[config.mk]
export PLATFORM = sky130hd
export DESIGN_NAME = mem_access_stage
export DESIGN_NICKNAME = d
export VERILOG_FILES = /design/src/rtl/mem_access_stage_pkg.sv /design/src/rtl/mem_access_stage_load_align.sv /design/src/rtl/mem_access_stage.sv
export SDC_FILE = /design/constraint.sdc
export NUM_CORES = 1
export LEC_CHECK = 0
export ABC_CLOCK_PERIOD_IN_PS = 4000
export CORE_ASPECT_RATIO = 0.5
export CORE_MARGIN = 3
export CORE_UTILIZATION = 50
export CTS_CLUSTER_DIAMETER = 60
export CTS_CLUSTER_SIZE = 10
export DETAILED_ROUTE_END_ITERATION = 12
export PLACE_DENSITY = 0.85
export SKIP_CTS_REPAIR_TIMING = 1
export SYNTH_ARGS = -nofsm -noshare
export SYNTH_HDL_FRONTEND = slang
export SYNTH_SLANG_ARGS = --single-unit
[constraint.sdc]
create_clock -name clk -period 4 [get_ports clk]
set_clock_uncertainty 0.15 [all_clocks]
set_input_delay 0.8 -clock clk [delete_from_list [all_inputs] [get_ports clk]]
set_output_delay 0.8 -clock clk [all_outputs]
set_load 0.01 [all_outputs]
[src/rtl/mem_access_stage_pkg.sv]
// Shared definitions for the RV64 memory-access stage.
// Size codes, FSM states, strobe bases and alignment helpers.
package mem_access_stage_pkg;

   localparam logic [1:0] SZ_B = 2'b00;
   localparam logic [1:0] SZ_H = 2'b01;
   localparam logic [1:0] SZ_W = 2'b10;
   localparam logic [1:0] SZ_D = 2'b11;

   localparam logic [2:0] F3_B  = 3'b000;
   localparam logic [2:0] F3_H  = 3'b001;
   localparam logic [2:0] F3_W  = 3'b010;
   localparam logic [2:0] F3_D  = 3'b011;
   localparam logic [2:0] F3_BU = 3'b100;
   localparam logic [2:0] F3_HU = 3'b101;
   localparam logic [2:0] F3_WU = 3'b110;

   localparam logic [7:0] STRB_B = 8'h01;
   localparam logic [7:0] STRB_H = 8'h03;
   localparam logic [7:0] STRB_W = 8'h0F;
   localparam logic [7:0] STRB_D = 8'hFF;

   typedef enum logic [1:0] {
      S_IDLE = 2'd0,
      S_REQ  = 2'd1,
      S_WAIT = 2'd2
   } state_t;

   // Unsigned variants share the size of their signed twin.
   function automatic logic [7:0] strb_base(input logic [1:0] sz);
      logic [7:0] s;
      case (sz)
         SZ_B:    s = STRB_B;
         SZ_H:    s = STRB_H;
         SZ_W:    s = STRB_W;
         default: s = STRB_D;
      endcase
      return s;
   endfunction

   function automatic logic is_aligned(input logic [1:0] sz,
                                       input logic [2:0] a);
      logic ok;
      case (sz)
         SZ_B:    ok = 1'b1;
         SZ_H:    ok = (a[0] == 1'b0);
         SZ_W:    ok = (a[1:0] == 2'b00);
         SZ_D:    ok = (a == 3'b000);
         default: ok = 1'b0;
      endcase
      return ok;
   endfunction

endpackage

[src/rtl/mem_access_stage_load_align.sv]
// Load extraction: pick the addressed lane out of a raw
// doubleword and sign/zero-extend it to 64 bits.
module mem_access_stage_load_align
   import mem_access_stage_pkg::*;
(
   input  logic [63:0] i_rdata,
   input  logic [2:0]  i_lane,
   input  logic [2:0]  i_funct3,
   output logic [63:0] o_data
);

   logic [63:0] w_sh;

   assign w_sh = i_rdata >> {i_lane, 3'b000};

   // Size/sign selection on the lane-shifted data
   always_comb begin
      o_data = w_sh;
      case (i_funct3)
         F3_B:    o_data = {{56{w_sh[7]}}, w_sh[7:0]};
         F3_H:    o_data = {{48{w_sh[15]}}, w_sh[15:0]};
         F3_W:    o_data = {{32{w_sh[31]}}, w_sh[31:0]};
         F3_D:    o_data = i_rdata;
         F3_BU:   o_data = {56'b0, w_sh[7:0]};
         F3_HU:   o_data = {48'b0, w_sh[15:0]};
         F3_WU:   o_data = {32'b0, w_sh[31:0]};
         default: o_data = w_sh;
      endcase
   end

endmodule

[src/rtl/mem_access_stage.sv]
// RV64 MEM stage: data-memory handshake, load extraction,
// store alignment, and stall/timeout control toward WB.
module mem_access_stage
   import mem_access_stage_pkg::*;
#(
   parameter int XLEN    = 64,
   parameter int TIMEOUT = 255
) (
   input  logic            clk,
   input  logic            reset,
   input  logic            valid_in,
   input  logic [XLEN-1:0] aluResult_in,
   input  logic [XLEN-1:0] storeData_in,
   input  logic [4:0]      rd_in,
   input  logic [2:0]      funct3_in,
   input  logic            MemRead_in,
   input  logic            MemWrite_in,
   input  logic            MemtoReg_in,
   input  logic            RegWrite_in,
   output logic            dmem_req,
   output logic            dmem_we,
   output logic [XLEN-1:0] dmem_addr,
   output logic [XLEN-1:0] dmem_wdata,
   output logic [7:0]      dmem_wstrb,
   input  logic            dmem_ready,
   input  logic            dmem_rvalid,
   input  logic [XLEN-1:0] dmem_rdata,
   output logic [XLEN-1:0] aluResult_out,
   output logic [XLEN-1:0] memData_out,
   output logic [4:0]      rd_out,
   output logic            MemtoReg_out,
   output logic            RegWrite_out,
   output logic            stall_out,
   output logic            misaligned_out,
   output logic            bus_err_out
);

   localparam int CW = $clog2(TIMEOUT + 1);

   state_t          r_state;
   logic [CW-1:0]   r_cnt;
   logic [XLEN-1:0] r_alu;
   logic [XLEN-1:0] r_sdata;
   logic [XLEN-1:0] r_mdata;
   logic [4:0]      r_rd;
   logic [2:0]      r_f3;
   logic            r_we;
   logic            r_m2r;
   logic            r_rw;
   logic            r_done;
   logic            r_berr;

   logic            w_free;
   logic            w_memop;
   logic            w_align;
   logic            w_accept;
   logic            w_tmo;
   logic            w_req;
   logic [XLEN-1:0] w_ldata;

   // Completion and bus-error cycles still see the old
   // EX/MEM contents, so nothing is accepted in them.
   assign w_free   = (r_state == S_IDLE) & ~r_done & ~r_berr;
   assign w_memop  = MemRead_in | MemWrite_in;
   assign w_align  = is_aligned(funct3_in[1:0], aluResult_in[2:0]);
   assign w_accept = w_free & valid_in & w_memop & w_align;
   assign w_tmo    = (r_cnt == CW'(TIMEOUT - 1));
   assign w_req    = (r_state == S_REQ);

   mem_access_stage_load_align u_load_align (
      .i_rdata  (dmem_rdata),
      .i_lane   (r_alu[2:0]),
      .i_funct3 (r_f3),
      .o_data   (w_ldata)
   );

   assign misaligned_out = w_free & valid_in & w_memop & ~w_align;
   assign bus_err_out    = r_berr;
   assign stall_out      = (r_state != S_IDLE) | w_accept;

   assign dmem_req   = w_req;
   assign dmem_we    = w_req & r_we;
   assign dmem_addr  = w_req ? {r_alu[XLEN-1:3], 3'b000} : '0;
   assign dmem_wdata = (w_req & r_we) ?
                       (r_sdata << {r_alu[2:0], 3'b000}) : '0;
   assign dmem_wstrb = (w_req & r_we) ?
                       (strb_base(r_f3[1:0]) << r_alu[2:0]) : 8'h00;

   // WB bundle: completed op, same-cycle passthrough, or bubble
   always_comb begin
      aluResult_out = '0;
      memData_out   = '0;
      rd_out        = 5'd0;
      MemtoReg_out  = 1'b0;
      RegWrite_out  = 1'b0;
      if (r_done) begin
         aluResult_out = r_alu;
         memData_out   = r_mdata;
         rd_out        = r_rd;
         MemtoReg_out  = r_m2r;
         RegWrite_out  = r_rw;
      end else if (w_free & valid_in & ~w_memop) begin
         aluResult_out = aluResult_in;
         rd_out        = rd_in;
         MemtoReg_out  = MemtoReg_in;
         RegWrite_out  = RegWrite_in;
      end
   end

   // Access FSM with capture registers and timeout counter
   always_ff @(posedge clk) begin
      if (reset) begin
         r_state <= S_IDLE;
         r_cnt   <= '0;
         r_alu   <= '0;
         r_sdata <= '0;
         r_mdata <= '0;
         r_rd    <= 5'd0;
         r_f3    <= 3'd0;
         r_we    <= 1'b0;
         r_m2r   <= 1'b0;
         r_rw    <= 1'b0;
         r_done  <= 1'b0;
         r_berr  <= 1'b0;
      end else begin
         r_done <= 1'b0;
         r_berr <= 1'b0;
         unique case (r_state)
            S_IDLE: begin
               if (w_accept) begin
                  r_state <= S_REQ;
                  r_cnt   <= '0;
                  r_alu   <= aluResult_in;
                  r_sdata <= storeData_in;
                  r_mdata <= '0;
                  r_rd    <= rd_in;
                  r_f3    <= funct3_in;
                  r_we    <= MemWrite_in;
                  r_m2r   <= MemtoReg_in;
                  r_rw    <= RegWrite_in;
               end
            end
            S_REQ: begin
               if (dmem_ready) begin
                  if (r_we) begin
                     r_done  <= 1'b1;
                     r_state <= S_IDLE;
                  end else begin
                     r_state <= S_WAIT;
                     r_cnt   <= r_cnt + CW'(1);
                  end
               end else if (w_tmo) begin
                  r_berr  <= 1'b1;
                  r_state <= S_IDLE;
               end else begin
                  r_cnt <= r_cnt + CW'(1);
               end
            end
            S_WAIT: begin
               if (dmem_rvalid) begin
                  r_mdata <= w_ldata;
                  r_done  <= 1'b1;
                  r_state <= S_IDLE;
               end else if (w_tmo) begin
                  r_berr  <= 1'b1;
                  r_state <= S_IDLE;
               end else begin
                  r_cnt <= r_cnt + CW'(1);
               end
            end
            default: r_state <= S_IDLE;
         endcase
      end
   end

endmodule
==> results of run 1 <==
flip-flops by register name, indices dropped and copies added, names as in the netlist:
register / flops
bus_err_out: 1
r_alu: 64
r_cnt: 8
r_done: 1
r_f3: 3
r_m2r: 1
r_mdata: 64
r_rd: 5
r_rw: 1
r_sdata: 64
r_state: 2
r_we: 1
power by group through the flow:
stage	Combinational [uW]	Clock [uW]	Sequential [uW]
after floorplan	663	0	2300
after detailed placement	1130	0	2350
after global routing	1240	2120	2310
final	1160	2010	2300
after CTS	1140	2030	2300
after global placement	1120	0	2340
Yosys cell counts, drive strengths merged (3+ instances only):
library cell  instances  area share
nand2b                9      0.0040
mux4                 54       0.086
or2                   5      0.0022
a2bb2oi               8      0.0049
ha                    6      0.0053
and3                 15      0.0066
o221ai                4      0.0025
o211ai                7      0.0057
nor2b                11      0.0050
o2111ai               3      0.0019
inv                  15      0.0040
clkbuf              119       0.032
a311oi                8      0.0085
and2                144       0.064
a31oi                 3      0.0013
a21oi               177       0.063
a22o                 81       0.050
a211o                 3      0.0019
mux2i                75       0.054
o31ai                14      0.0074
nor2                122       0.032
mux2                 20       0.016
a22oi                19       0.010
or4                   6      0.0037
nand2               370       0.098
a32o                  7      0.0049
a221o                 7      0.0049
nand3                 9      0.0032
a211oi               24       0.014
o21ai                79       0.028
buf                  59       0.024
a32oi                34       0.021
nor3                 12      0.0042
o22ai                 8      0.0040
dfxtp               215        0.30
worst register-to-register path: stages (launching register included):
cell      delay [ns]
dfxtp_4         0.70
buf_4           0.50
mux4_2          0.60
mux2i_4         0.24
o221ai_1        0.21
nand3_1         0.45
buf_12          0.24
o21ai_1         0.10
routing by layer:
metal	vias up	part of all wire	track usage
li1	7093	-	-
met1	7503	0.38	0.439
met2	930	0.48	0.602
met3	206	0.090	0.0760
met4	6	0.048	0.147
met5	-	0.00082	0
stage by stage:
stage                     total power [uW]  utilization  setup slack, ns  std cells
after global routing                  5660        0.728           0.0132       2534
after detailed placement              3480        0.703            0.190       2501
after global placement                3460        0.703            0.240       2501
after CTS                             5470        0.727           0.0903       2530
final                                 5480        0.728            0.181       2534
after floorplan                       2960            -             1.06       1784
cell type report:
class	count	area, um^2	share of cell area
Clock buffer	27	633	0.0320
Multi-Input combinational cell	1376	9070	0.459
Timing Repair Buffer	521	5180	0.262
Inverter	15	60.1	0.00304
Tap cell	374	468	0.0237
Clock inverter	2	27.5	0.00139
Sequential cell	215	4320	0.218
Antenna cell	4	10.0	0.000506
path summary, 6_finish.rpt:
path | startpoint | endpoint | slack, ns | cells past startpoint
worst max-delay path | MemWrite_in | aluResult_out[19] | 0.18 | 6
worst min-delay path | r_mdata[2] | r_mdata[2] | 0.30 | 2
worst max register to register | r_alu[1] | r_mdata[57] | 0.69 | 7
worst min register to register | r_mdata[2] | r_mdata[2] | 0.30 | 2
logic make-up after synthesis:
logic type,Yosys count,synth area share
AOI/OAI and AO/OA,500,0.243
xor gates and xnor gates,3,0.00185
adders and majority gates,6,0.00530
buffers and inverters,193,0.0592
DFF,215,0.304
muxes,149,0.156
other,1,0.000265
and+or+nand+nor,715,0.231
==> flow_summary.toml, run 1 <==
[synth]
synth_cell_type_count = 73
synth-seq-area-share = 0.304
synth-seq-cells = 215
syn_inst = 1782
ys.flop_type = "dfxtp_1"
avgSynthCellArea_um2 = 7.95
syn_area_um2 = 14200
ys_warn_count = 0
synth-edff-count = 0
postSynth.asyncResetShare = 0

[placement]
gp_congestion = 0.987
place_hpwl_um = 41500
dpl-instance-area_um2 = 19100
port_buffers = 481

[floorplan]
start_util = 0.522
die_width_um = 244
core_um2 = 27200
die_h_um = 125
dieArea_um2 = 30500
pin_count = 485
num_rows = 42

[sta]
hold_ws_ns = 0.296
setup_viol = 0
finalCriticalPeriod_ns = 3.82
relSlewSlack = 0.360
min_period_over_period = 0.955
clock.fmax_ghz = 0.262
hold_viol = 0
drv_slew = 0
tightest_slew_ns = 0.952
rsz0062_at_grt = "no"
finalSetupTns_ns = 0

[pwr]
p_int_uw = 3870
power_switching_uw = 1610
pwr-share-clk = 0.367
peakVddDrop_mv = 0.336
p_seq_frac = 0.421
cellLeakagePower_uw = 0.00680
power.density_nw_per_um2 = 277
sw_frac_of_total = 0.294
comb_power_share = 0.212

[cts]
root_buffer = "clkbuf_16"
insertion_delay_ns = 0.55
clock_path_buffers = 3
htree_num_levels = 1
clkTransAtPathRegs_ns = 0.05
cts_tree = "yes"
numCtsBuffers = 25
cts.sinks = 215

[grt]
grt_pass1_wl_um = 87000
antenna_found_initial = 7
gr-usage-all-layers = 0.354
grt_max_degree = 137
first_global_vias = 14924
overflow = 0

[cells_and_area]
design_area_um2 = 19800
final_nets = 2369
n_fill_cell = 2121
final_common_cell = "clkdlybuf4s50_1"
syn2layout_area_growth_pct = 39.5
layout_common_cells = "clkdlybuf4s50_1, nand2_1, dfxtp_1"
layout-drive-gt1-share = 0.0844

[worst_setup_path]
arrival_ns = 2.87
worstPathBufferInverterCount = 3
crit_fanout = 69
path_cells = "clkdlybuf4s50_1 -> or2_2 -> nor2_4 -> buf_12 -> a22o_1 -> clkdlybuf4s50_1"
crit_required_ns = 3.05
startpoint_type = "input port"
cp-end-kind = "output port"
path_class = "input port to output port"
crit_family = "buffers and inverters"
max_stage_delay_ns = 0.54
crit_path_top_delay_cell = "clkdlybuf4s50_1"
worst_path_most_repeated_cell = "clkdlybuf4s50_1"

[drt]
route.vias.total = 15738
initialDrtViolationCount = 2028
routed_via_density = 6.21
drt_wl_total_um = 57200
first_pass_iters = 6
drc = 0
ant_nets = 0
routedWlPerCell_um = 22.6

[run]
drv_cap = 0

[hold_path]
hold_class = "register to register"

[status]
outcome = "completed"
Note: power is estimated with default switching activity, not from simulation.
==> inputs of run 2 (changes only) <==
--- a/config.mk
+++ b/config.mk
@@ -13,6 +13,7 @@
 export CTS_CLUSTER_SIZE = 10
 export DETAILED_ROUTE_END_ITERATION = 12
 export PLACE_DENSITY = 0.85
+export REMOVE_ABC_BUFFERS = 1
 export SKIP_CTS_REPAIR_TIMING = 1
 export SYNTH_ARGS = -nofsm -noshare
 export SYNTH_HDL_FRONTEND = slang
==> run 2 against run 1 <==
Via count is 1.1% lower. Setup slack lost 0.058 ns. Die area unchanged. Clock power is essentially flat. Critical endpoint is now dmem_wdata[58].
==> flow_summary.toml, run 2 (synthesis gave the netlist of run 1 again) <==
[cells_and_area]
n_fill_cell = 2140
syn2layout_area_growth_pct = 39.6
final_common_cell = "clkdlybuf4s50_1"
layout_common_cells = "clkdlybuf4s50_1, nand2_1, dfxtp_1"
design_area_um2 = 19800
multiInputGateArea_um2 = 9090
ff_latch_area_um2 = 4320
reg_top3 = "r_alu x64, r_mdata x64, r_sdata x64"
layout-drive-gt1-share = 0.0867
final_nets = 2371

[grt]
overflow = 0
first_global_vias = 14767
grt_pass1_wl_um = 84000
antenna_found_initial = 4
grt_max_degree = 142
gr-usage-all-layers = 0.339

[worst_setup_path]
r2r_slack_ns = 0.63
crit_path_top_delay_cell = "dfxtp_4"
cp-end-kind = "output port"
path_class = "register to output port"
worstPathBufferInverterCount = 2
startpoint_type = "register"
rr_startpoint = "r_alu[0]"
crit_family = "buffers and inverters"
arrival_ns = 2.93
rr_worst_depth = 8
crit_required_ns = 3.05
r2r_end = "r_mdata[32]"
path_cells = "buf_4 -> mux4_2 -> mux2i_1 -> nor2_1 -> clkdlybuf4s50_1"
crit_fanout = 36
max_stage_delay_ns = 0.68

[pwr]
power_switching_uw = 1600
sw_frac_of_total = 0.293
p_int_uw = 3860
power.density_nw_per_um2 = 276
pwr-share-clk = 0.370
cellLeakagePower_uw = 0.00681
power_uw = 5470
p_seq_frac = 0.420
peakVddDrop_mv = 0.280
comb_power_share = 0.209

[sta]
fin_ws_ns = 0.122
clock.fmax_ghz = 0.258
tightest_slew_ns = 1.03
hold_viol = 0
finalCriticalPeriod_ns = 3.88
relSlewSlack = 0.314
rsz0062_at_grt = "no"
min_period_over_period = 0.969
finalSetupTns_ns = 0
drv_slew = 0
setup_viol = 0

[drt]
drc = 0
route.vias.total = 15565
initialDrtViolationCount = 1574
routed_via_density = 6.14
ant_nets = 0
routedWlPerCell_um = 21.7
first_pass_iters = 5
drt_wl_total_um = 54900

[cts]
insertion_delay_ns = 0.54
clock_path_buffers = 3
htree_num_levels = 1
clkTransAtPathRegs_ns = 0.06
cts.sinks = 215
numCtsBuffers = 25
root_buffer = "clkbuf_16"
cts_tree = "yes"

[status]
outcome = "completed"

[floorplan]
start_util = 0.522
pin_count = 485
dieArea_um2 = 30500
core_um2 = 27200
num_rows = 42
die_width_um = 244
die_h_um = 125

[hold_path]
hold_class = "register to register"
holdPathStages = 2
min_to = "r_mdata[5]"
hp-start = "r_mdata[5]"

[run]
drv_cap = 0

[placement]
dpl-instance-area_um2 = 19100
gp_congestion = 0.943
port_buffers = 481
place_hpwl_um = 38900
place_ws_ns = 0.211
[run 2: how the worst max path moves through the flow]
stage | start | end | slack [ns] | depth (start not counted)
after global placement | MemWrite_in | RegWrite_out | 0.27 | 6
after detailed placement | MemWrite_in | aluResult_out[40] | 0.21 | 6
final | r_alu[1] | dmem_wdata[58] | 0.12 | 5
after CTS | r_alu[1] | dmem_wdata[4] | 0.07 | 3
after floorplan | r_alu[0] | r_mdata[32] | -2.72 | 5
after global routing | r_alu[1] | dmem_wdata[58] | 0.005 | 5
[run 2: power by group through the flow]
stage	logic, uW	clock network [uW]	registers (uW)
3_5_place_dp	1120	0	2340
3_3_place_gp	1110	0	2340
6_report	1150	2030	2300
4_1_cts	1130	2030	2290
5_1_grt	1230	2120	2310
2_1_floorplan	569	0	2350
[run 2: cell type report]
class                           count  share of cell area
Multi-Input combinational cell   1376               0.459
Timing Repair Buffer              523               0.263
Sequential cell                   215               0.218
Clock buffer                       27              0.0320
Tap cell                          374              0.0237
Inverter                           15             0.00285
Clock inverter                      2            0.000822
Antenna cell                        3            0.000380
[run 2: metal layers]
layer / global-route usage / routed length (um) / part of all wire
met5: 0 / 40 / 0.00073
met1: 0.421 / 21300 / 0.39
met2: 0.579 / 26400 / 0.48
met3: 0.0678 / 4780 / 0.087
met4: 0.142 / 2380 / 0.043
[run 2: tightest hold or removal path: stages (launching register included)]
cell     delay (ns)
dfxtp_1        0.30
nand2_1        0.05
o21ai_1        0.05
[run 2: per-stage QoR]
step	instances	hold WS, ns	utilization
3_5_place_dp	2503	0.289	0.704
4_1_cts	2532	0.297	0.727
3_3_place_gp	2503	0.280	0.704
6_report	2535	0.295	0.728
5_1_grt	2534	0.318	0.728
2_1_floorplan	1606	0.267	-
==> edit 1 (config.mk and constraints of run 1) <==
Reset style: asynchronous (`reset`), changed in one clocked block.
--- a/src/rtl/mem_access_stage.sv
+++ b/src/rtl/mem_access_stage.sv
@@ -109,5 +109,5 @@
 
    // Access FSM with capture registers and timeout counter
-   always_ff @(posedge clk) begin
+   always_ff @(posedge clk or posedge reset) begin
       if (reset) begin
          r_state <= S_IDLE;
Formal check against the unedited RTL: differs if reset is asserted again (counterexample within 4 cycles, from zero or initial values and one cycle with reset high); with reset held inactive, the same outputs for 4 cycles.
==> edit 1 against run 1 <==
Die area grew 3.0%. Sequential cell count is the same. Critical path depth is the same. Routed wire length shrank 0.53%. Synthesized area grew 3.2%. First-iteration DRC count shrank 20%. Count of clock-buffer cells in the layout grew 2. Design area grew 3.8%. Worst setup slack lost 0.093 ns. Cell count grew 3.9%. Critical path type is now reg -> out. Largest cell class unchanged.
Power is not compared: it rests on default switching activity, and its combinational part moved more than twofold at a synthesized area within 25%.
==> edit 1: results (changes against run 1) <==
- The flow ran to the end, and the final reports show no timing, DRC or antenna violations.
- The finished layout cell area is 20500 um2 (+3.8%).
- The area used by multi-input combinational logic was 8590 um2 (-5.3%).
- The master of the slowest instance on the critical path is sky130_fd_sc_hd__dfrtp_4.
- The startpoint of the worst hold path is r_mdata[38].
- The delay of the slowest cell on the worst path came to 0.63 ns (+0.09 ns).
- The proportion of layout cells with a drive suffix above 1 was 7.10% (-1.3 points).
- The arrival time at the worst endpoint came to 2.96 ns (+0.09 ns).
- The global-route wire length before repair was 86100 um (-1.0%).
- The count of different cell masters after synthesis came to 56 (-23%).
- The overall global routing resource usage is 34.7% (-0.70 points).
- The non-clock buffer area fraction after layout came to 26.0% (-0.24 points).
- The routed length on met3 is 4860 um (-5.0%).
- The met2 routed wirelength came to 27400 um (-0.49%).
- The number of vias after detailed routing is 15800 (+0.089%).
- The antenna diode instance count is 0 (-4).
- The end of the worst register-to-register path is r_mdata[58].
- The worst setup slack after placement was 0.321 ns (+0.131 ns).
- After synthesis, the cell types taking the most area are sky130_fd_sc_hd__dfrtp_1, sky130_fd_sc_hd__nand2_1, sky130_fd_sc_hd__mux2i_1.
- The mean instance size in the synthesized netlist was 7.94 um2 (-0.20%).
- The number of global-route vias before repair is 15000 (+0.54%).
- The wire length per cell is 21.6 um (-4.3%).
- The worst setup slack for register-to-register paths was 0.62 ns (-0.07 ns).
- The actual slew at the worst max-slew pin was 1.01 ns (+0.0578 ns).
- The flip-flop and latch area was 5390 um2 (+25%).
- The met2 demand-to-capacity share in global routing came to 58.6% (-1.6 points).
- The met3 track utilization from global routing is 7.27% (-0.33 points).
- The commonest cells after synthesis are sky130_fd_sc_hd__nand2_1, sky130_fd_sc_hd__dfrtp_1, sky130_fd_sc_hd__o21ai_0, sky130_fd_sc_hd__and2_1, sky130_fd_sc_hd__clkbuf_1.
- The initial antenna violation count is 2 (-5).
- The final net count is 2463 (+4.0%).
- The worst hold path endpoint is r_mdata[38].
- The largest registers in the layout are r_alu x64, r_mdata x64, r_sdata x64.
- The post-placement cell area is 19800 um2 (+3.7%).
- The global routing met1 resource utilization came to 43.0% (-0.93 points).
- The final critical-path setup slack is 0.0875 ns (-0.0931 ns).
- The critical path ends at dmem_wdata[17].
- The register area share after synthesis came to 36.8% (+6.4 points).
- The clock buffer count in the final layout is 29 (+7.4%).
- The layout multi-input combinational cell count is 1461 (+6.2%).
- The die area is 31400 um2 (+3.0%).
- The maximum fanout count along the critical path is 20 (-71%).
- The number of filler instances in the final layout is 2167 (+2.2%).
- The layout buffer count excluding clock buffers is 532 (+2.1%).
- The via-per-instance ratio is 5.98 (-3.7%).
- In this run the worst setup path begins at r_alu[0].
- The proportion of synthesized flip-flops having asynchronous set or reset is 100% (+100 points).
- The HPWL after detailed placement is 42400 um (+2.2%).
- The count of inverters not on the clock network in the layout is 13 (-2).
- The maximum number of pins on one net before global-route repair is 145 (+5.8%).
- The final weighted congestion in routability-driven placement is 0.976 (-1.1%).
- The starting DRC count in detailed routing is 1630 (-20%).
- The met1 routed wirelength after detailed routing is 21500 um (-1.3%).
- The clock network area share came to 3.31% (-0.031 points).
-- edit 1: cell types whose count changed after synthesis, moves of 25 or more --
cell,delta
sky130_fd_sc_hd__nand2_1,+218
sky130_fd_sc_hd__dfrtp_1,+215
sky130_fd_sc_hd__dfxtp_1,-215
sky130_fd_sc_hd__a21oi_1,-159
sky130_fd_sc_hd__o21ai_0,+100
sky130_fd_sc_hd__mux4_2,-43
sky130_fd_sc_hd__nor2_1,-43
sky130_fd_sc_hd__mux2i_1,+37
sky130_fd_sc_hd__a32oi_1,-34
sky130_fd_sc_hd__mux2_2,+25
-- edit 1: cells by family (layout without fill, tap and decap cells) --
family / count (synthesis) / count (layout) / synth area share, %
multiplexers: 167 / 167 / 12.8
flip-flops: 215 / 215 / 36.8
AND/OR/NAND/NOR: 859 / 859 / 25.4
adder cells (fa/ha/maj): 6 / 6 / 0.514
other: 1 / 3 / 0.0257
buffers and inverters: 168 / 576 / 4.73
AO/OA/AOI/OAI: 426 / 426 / 19.8
==> edit 2 (config.mk and constraints of run 1) <==
Without the edit above. Set the parameter `TIMEOUT` to 510 (it was 255).
--- a/src/rtl/mem_access_stage.sv
+++ b/src/rtl/mem_access_stage.sv
@@ -5,5 +5,5 @@
 #(
    parameter int XLEN    = 64,
-   parameter int TIMEOUT = 255
+   parameter int TIMEOUT = 510
 ) (
    input  logic            clk,
Formal check against the unedited RTL: no difference found for any inputs over 4 cycles, from zero or initial values and one cycle with reset high; that may be too few to reach the edited logic, so the function may still have changed.
==> edit 2 against run 1 <==
Critical path depth up 1. Total power up 0.35%. Worst setup slack worse by 0.077 ns. Synthesized area down 1.3%. Routed wire length down 3.3%. Clock power up 2%. Synthesized cell count down 4.0%. Sequential cell count up 1. Design area down 1.0%.
==> edit 2: results (changes against run 1) <==
- The post-placement cell area was 18900 um2 (-1.2%).
- The leakage power is 6.88 nW (+1.1%).
- The delay of the slowest cell on the worst path is roughly 0.55 ns.
- The global routing met1 resource utilization is 44.1% (+0.16 points).
- The proportion of layout cells with a drive suffix above 1 was 8.61% (+0.17 points).
- The overall global routing resource usage came to 34.6% (-0.82 points).
- The maximum VDD drop is 0.258 mV (-23%).
- The kind of cell with the highest combined delay along the critical path is buffers and inverters.
- The type of the tightest min-delay check is reg -> reg.
- By count the netlist is led by sky130_fd_sc_hd__nand2_1, sky130_fd_sc_hd__dfxtp_1, sky130_fd_sc_hd__a21oi_1, sky130_fd_sc_hd__and2_1.
- The routed length on met3 was 4830 um (-5.7%).
- The maximum fanout count along the critical path is 57 (-17%).
- The met2 routed wirelength was 27000 um (-1.9%).
- The maximum buffer depth of the clock tree is 3 (unchanged).
- The flow ran to the end, and the final reports show no timing, DRC or antenna violations.
- The met2 demand-to-capacity share in global routing is 59.7% (-0.49 points).
- The combinational power share is 20.3% (-0.9 points).
- The wire length per cell is 22.4 um (-0.61%).
- The global-route wire length before repair is 84600 um (-2.7%).
- The worst setup slack after placement was 0.273 ns (+0.0831 ns).
- The starting DRC count in detailed routing is 1670 (-18%).
- The fraction of power spent switching nets is 28.6% (-0.72 points).
- The total power divided by cell area is 281 nW/um2 (+1.4%).
- The arrival time at the worst endpoint is 2.95 ns (+0.08 ns).
- The number of global-route vias before repair is 14600 (-2.0%).
- The remaining antenna violation count after routing was 0 (unchanged).
- The adder and majority gate portion of the synthesized area is 0.537% (+0.0068 points).
- The count of different cell masters after synthesis is 66 (-9.6%).
- The share of synthesized area spent on multiplexers is 16.1% (+0.57 points).
- By area the synthesized netlist is led by sky130_fd_sc_hd__dfxtp_1, sky130_fd_sc_hd__nand2_1, sky130_fd_sc_hd__mux4_2.
- The register area share after synthesis is 30.9% (+0.53 points).
- The final weighted congestion in routability-driven placement is 0.961 (-2.6%).
- The maximum number of pins on one net before global-route repair is 94 (-31%).
- The xor-xnor portion of the synthesized cell area is 0% (-0.19 points).
- The met3 track utilization from global routing is 6.50% (-1.1 points).
- The master of the slowest instance on the critical path is sky130_fd_sc_hd__clkdlybuf4s50_1.
- The post-detailed-routing wire length is 55300 um (-3.3%).
- The post-synthesis compound-gate area fraction is 23.5% (-0.83 points).
- The part of the power in registers is 42.2% (about the same).
- The initial antenna violation count came to 5 (-2).
- The final net count is 2304 (-2.7%).
- The actual slew at the worst max-slew pin is 1.16 ns (+0.204 ns).
- The via-per-instance ratio is 6.24 (+0.47%).
- The mean instance size in the synthesized netlist is 8.18 um2 (+2.8%).
- The met1 routed wirelength after detailed routing is 21400 um (-1.4%).
- The HPWL after detailed placement is 40300 um (-2.8%).
edit 2: layout make-up:
class                           instances  area (um2)
Fill cell                            2148        7400
Clock inverter                          2        38.8
Clock buffer                           27         633
Antenna cell                            1        2.50
Inverter                               19        71.3
Sequential cell                       216        4340
Tap cell                              374         468
Timing Repair Buffer                  521        5170
Multi-Input combinational cell       1306        8830
edit 2: tightest hold or removal path: stages, from the launching register on:
cell and delay [ns]:
sky130_fd_sc_hd__dfxtp_1 0.31, sky130_fd_sc_hd__nand2_1 0.05, sky130_fd_sc_hd__a21oi_1 0.05
edit 2: path summary, 6_finish.rpt:
kind,cells after the start,start,endpoint,slack [ns]
setup / recovery,7,r_state[1],aluResult_out[20],0.10
hold / removal,2,r_sdata[62],r_sdata[62],0.31
setup reg to reg,6,r_alu[2],r_mdata[28],0.74
hold reg to reg,2,r_sdata[62],r_sdata[62],0.31
